## src/rtl/seq_shift_unit.sv

```systemverilog
// Sequential shift/rotate engine: one bit position per clock, result on a one-cycle DONE.
// Latency n+1 cycles after the START edge (n = B[CNT_W-1:0]); START is ignored while BUSY.
module seq_shift_unit #(
  parameter int WIDTH = 16,
  parameter int CNT_W = 4
) (
  input  logic             CLK,
  input  logic             RST_N,
  input  logic             START,
  input  logic [1:0]       OP,
  input  logic [WIDTH-1:0] A,
  input  logic [WIDTH-1:0] B,
  output logic [WIDTH-1:0] O,
  output logic             BUSY,
  output logic             DONE
);

  typedef enum logic [1:0] {
    S_IDLE  = 2'd0,
    S_SHIFT = 2'd1,
    S_FIN   = 2'd2
  } state_t;

  localparam logic [1:0] OP_SLL = 2'b00;
  localparam logic [1:0] OP_SRL = 2'b01;
  localparam logic [1:0] OP_SRA = 2'b10;
  localparam logic [1:0] OP_ROR = 2'b11;

  localparam logic [CNT_W-1:0] CNT_ZERO = '0;
  localparam logic [CNT_W-1:0] CNT_ONE  = {{(CNT_W-1){1'b0}}, 1'b1};

  state_t           state_q, state_d;
  logic [WIDTH-1:0] work_q, work_d;
  logic [WIDTH-1:0] o_q, o_d;
  logic [CNT_W-1:0] cnt_q, cnt_d;
  logic [1:0]       op_q, op_d;
  logic [WIDTH-1:0] step_val;
  logic             busy;
  logic             done;

  // Only the low CNT_W bits of the amount are meaningful.
  logic unused_b_hi;
  assign unused_b_hi = ^B[WIDTH-1:CNT_W];

  always_comb begin
    step_val = work_q;
    case (op_q)
      OP_SLL:  step_val = {work_q[WIDTH-2:0], 1'b0};
      OP_SRL:  step_val = {1'b0, work_q[WIDTH-1:1]};
      OP_SRA:  step_val = {work_q[WIDTH-1], work_q[WIDTH-1:1]};
      OP_ROR:  step_val = {work_q[0], work_q[WIDTH-1:1]};
      default: step_val = work_q;
    endcase
  end

  always_comb begin
    state_d = state_q;
    work_d  = work_q;
    o_d     = o_q;
    cnt_d   = cnt_q;
    op_d    = op_q;
    busy    = 1'b0;
    done    = 1'b0;
    case (state_q)
      S_IDLE: begin
        if (START) begin
          work_d = A;
          op_d   = OP;
          cnt_d  = B[CNT_W-1:0];
          if (B[CNT_W-1:0] == CNT_ZERO) begin
            // Zero amount: the operand itself is the result.
            state_d = S_FIN;
            o_d     = A;
          end else begin
            state_d = S_SHIFT;
          end
        end
      end
      S_SHIFT: begin
        busy   = 1'b1;
        work_d = step_val;
        cnt_d  = cnt_q - CNT_ONE;
        if (cnt_q == CNT_ONE) begin
          state_d = S_FIN;
          o_d     = step_val;
        end
      end
      S_FIN: begin
        busy    = 1'b1;
        done    = 1'b1;
        state_d = S_IDLE;
      end
      default: begin
        state_d = S_IDLE;
      end
    endcase
  end

  always_ff @(posedge CLK or negedge RST_N) begin
    if (!RST_N) begin
      state_q <= S_IDLE;
      work_q  <= '0;
      o_q     <= '0;
      cnt_q   <= '0;
      op_q    <= OP_SLL;
    end else begin
      state_q <= state_d;
      work_q  <= work_d;
      o_q     <= o_d;
      cnt_q   <= cnt_d;
      op_q    <= op_d;
    end
  end

  assign O    = o_q;
  assign BUSY = busy;
  assign DONE = done;

endmodule
```

## config.mk

```make
export PLATFORM = sky130hd
export DESIGN_NAME = seq_shift_unit
export DESIGN_NICKNAME = d
export VERILOG_FILES = /design/src/rtl/seq_shift_unit.sv
export SDC_FILE = /design/constraint.sdc
export NUM_CORES = 1
export LEC_CHECK = 0
export CORE_MARGIN = 2
export CORE_UTILIZATION = 52
export DETAILED_ROUTE_END_ITERATION = 6
export HOLD_SLACK_MARGIN = 0.06
export PLACE_DENSITY = 0.9
export SYNTH_ARGS = -nofsm -noshare
export SYNTH_HDL_FRONTEND = slang
export SYNTH_SLANG_ARGS = --single-unit
```

## constraint.sdc

```tcl
create_clock -name CLK -period 3.9 [get_ports CLK]
set_input_delay 0.39 -clock CLK [delete_from_list [all_inputs] [get_ports CLK]]
set_output_delay 0.39 -clock CLK [all_outputs]
set_load 0.01 [all_outputs]
```

==> flow_metrics.py <==
metrics = {
    "global_routing": {
        "gr-total-overflow": 0,
        "antenna_found_initial": 0,
        "grt_pass1_vias": 1414,
        "grt_max_degree": 41,
        "grt_usage_pct": 19.9,
        "grt_pass1_wl_mm": 6.51,
    },
    "floorplanning": {
        "io_pins": 55,
        "die-area_um2": 4530,
        "row_count": 23,
        "die_x_um": 67.3,
        "die_height_um": 67.3,
        "core_area_um2": 3910,
        "start_util_pct": 53.3,
    },
    "place": {
        "place_hpwl_mm": 2.72,
        "dpl_cell_area_um2": 2500,
        "portBuffers": 42,
        "dp.cells": 261,
        "dp_worst_setup_slack_ps": 1420,
        "place_congestion": 0.836,
    },
    "power": {
        "p_leak_nw": 1.09,
        "irDropWorstVdd_v": 0.000445,
        "total_power_mw": 2.28,
        "powerDensity_nw_per_um2": 881,
    },
    "final_layout": {
        "drive_gt1_share_pct": 22.4,
        "diodes": 0,
        "final_cell_mix": "clkdlybuf4s50_1, dfrtp_1, mux2_2",
        "areaGrowthSynthToFinish_pct": 24.2,
        "finalNonFillerCells": 269,
        "final_common_cell": "clkdlybuf4s50_1",
        "postLayoutCellArea_um2": 2590,
        "nNetsFinal": 260,
        "finish.utilization_pct": 66.2,
    },
    "clock_tree": {
        "postCtsSetupBuffers": 0,
        "postCtsResizedCells": 0,
        "clkTransAtPathRegs_ps": 80,
        "clock_latency_ps": 300,
        "htree_levels": 2,
        "cts_buffers": 5,
        "root_buffer": "clkbuf_8",
        "cts_buffer_depth": 2,
        "tritoncts": "done",
        "cts.sink_count": 40,
        "ctsHoldBuffers": 0,
    },
    "sta": {
        "hold_slack_ps": 207,
        "fin_crit_ps": 2510,
        "finalHoldViolations": 0,
        "slew_violations": 0,
        "slew_headroom_pct": 34.7,
        "finClkSkew_ps": 9.92,
        "fin_tns_setup_ps": 0,
        "rsz0062_at_grt": "false",
        "fin_ws_ps": 1390,
        "fmax_mhz": 398,
        "final.period_utilization_pct": 64.5,
        "worstMarginPinSlew_ps": 978,
        "setup_violations": 0,
    },
    "worst_setup_path": {
        "cp.required_ps": 4090,
        "arrival_ps": 2700,
        "crit_fanout": 29,
        "worstSetupEndpointType": "flop",
        "critical_path_class": "flop to flop",
        "start_kind": "flop",
    },
    "logic_synthesis": {
        "seq_area_frac_synth_pct": 48.0,
        "syn_avg_cell_area_um2": 11.8,
        "synth_nets": 219,
        "post_synth_inst_count": 177,
        "syn-cell-area_um2": 2080,
        "ys_types": 28,
        "ys_ff_latch": 40,
        "ys_warn_count": 0,
    },
    "hold_path": {
        "min_path_type": "primary input to async pin",
    },
    "drt": {
        "drc": 0,
        "ant_nets": 0,
        "drtPass1Iterations": 4,
        "wire_per_inst_um": 15.0,
        "via_count": 1458,
        "via_per_inst": 5.42,
        "drt-total-wl_mm": 4.03,
        "initialDrtViolationCount": 55,
    },
    "outcome": {
        "outcome": "completed",
    },
    "run": {
        "drv_cap": 0,
    },
}
-- Yosys cell counts, drive strengths merged --
master   number  share of area (%)
o2bb2ai       1               0.42
a21oi        19                4.7
dfrtp        40                 48
or3b          1               0.42
nand3         2               0.48
nor2         23                4.3
inv           5               0.90
buf           9                3.7
ha            5                3.0
o21ai         5                1.2
a31o          1               0.42
nor3          1               0.24
mux2         35                 21
and2          1               0.30
mux2i        16                7.7
clkbuf        1               0.18
nor2b         1               0.30
nand2         6                1.1
a221oi        1               0.42
or4           1               0.54
o21a          1               0.36
o22ai         2               0.60
-- logic make-up after synthesis --
| kind of cell | synth area share (%) |
|---|---|
| flops | 48.0 |
| compound gates | 8.16 |
| simple gates | 7.62 |
| mux | 28.4 |
| fa+ha+maj | 3.00 |
| buf+inv | 4.80 |
-- power breakdown --
part / switching, mW / internal (mW) / total, mW / leakage, nW
registers: 0.154 / 0.637 / 0.791 / 0.464
clock network: 0.145 / 0.144 / 0.289 / 0.0445
logic: 0.527 / 0.676 / 1.20 / 0.582
-- cell type report --
type                            instances  area [um^2]
Fill cell                             297         1320
Sequential cell                        40         1000
Multi-Input combinational cell        122          983
Timing Repair Buffer                   44          430
Clock buffer                            7         86.3
Tap cell                               50         62.6
Inverter                                5         18.8
Clock inverter                          1         7.51
-- routing by layer --
layer	wire length (um)	vias up	GRT usage, %
met3	221	6	6.50
met2	1910	37	31.2
met1	1840	714	25.7
met4	63	0	7.91
met5	0	-	0
li1	-	701	-
-- worst paths after layout --
path / start / to / slack (ps) / cells past startpoint
hold / removal: RST_N / O[6]$_DFFE_PN0P_ / 210 / 1
hold reg to reg: O[2]$_DFFE_PN0P_ / O[2]$_DFFE_PN0P_ / 510 / 1
setup reg to reg: state_q[1]$_DFFE_PN0P_ / O[4]$_DFFE_PN0P_ / 1390 / 8
max in group asynchronous: RST_N / O[9]$_DFFE_PN0P_ / 3140 / 1
min in group CLK: O[2]$_DFFE_PN0P_ / O[2]$_DFFE_PN0P_ / 510 / 1
setup / recovery: state_q[1]$_DFFE_PN0P_ / O[4]$_DFFE_PN0P_ / 1390 / 8
-- registers in the layout, indices dropped and copies added (netlist names) --
name,flops
state_q,2
cnt_q,4
work_q,16
O,16
op_q,2
-- worst max-delay path, stage by stage, from the launching register on --
cell	delay, ps
dfrtp_1	400
inv_1	80
ha_1	420
buf_4	380
inv_1	180
mux2i_1	150
and2_1	130
buf_4	280
mux2_2	370
Power figures use the tool's default switching activity.
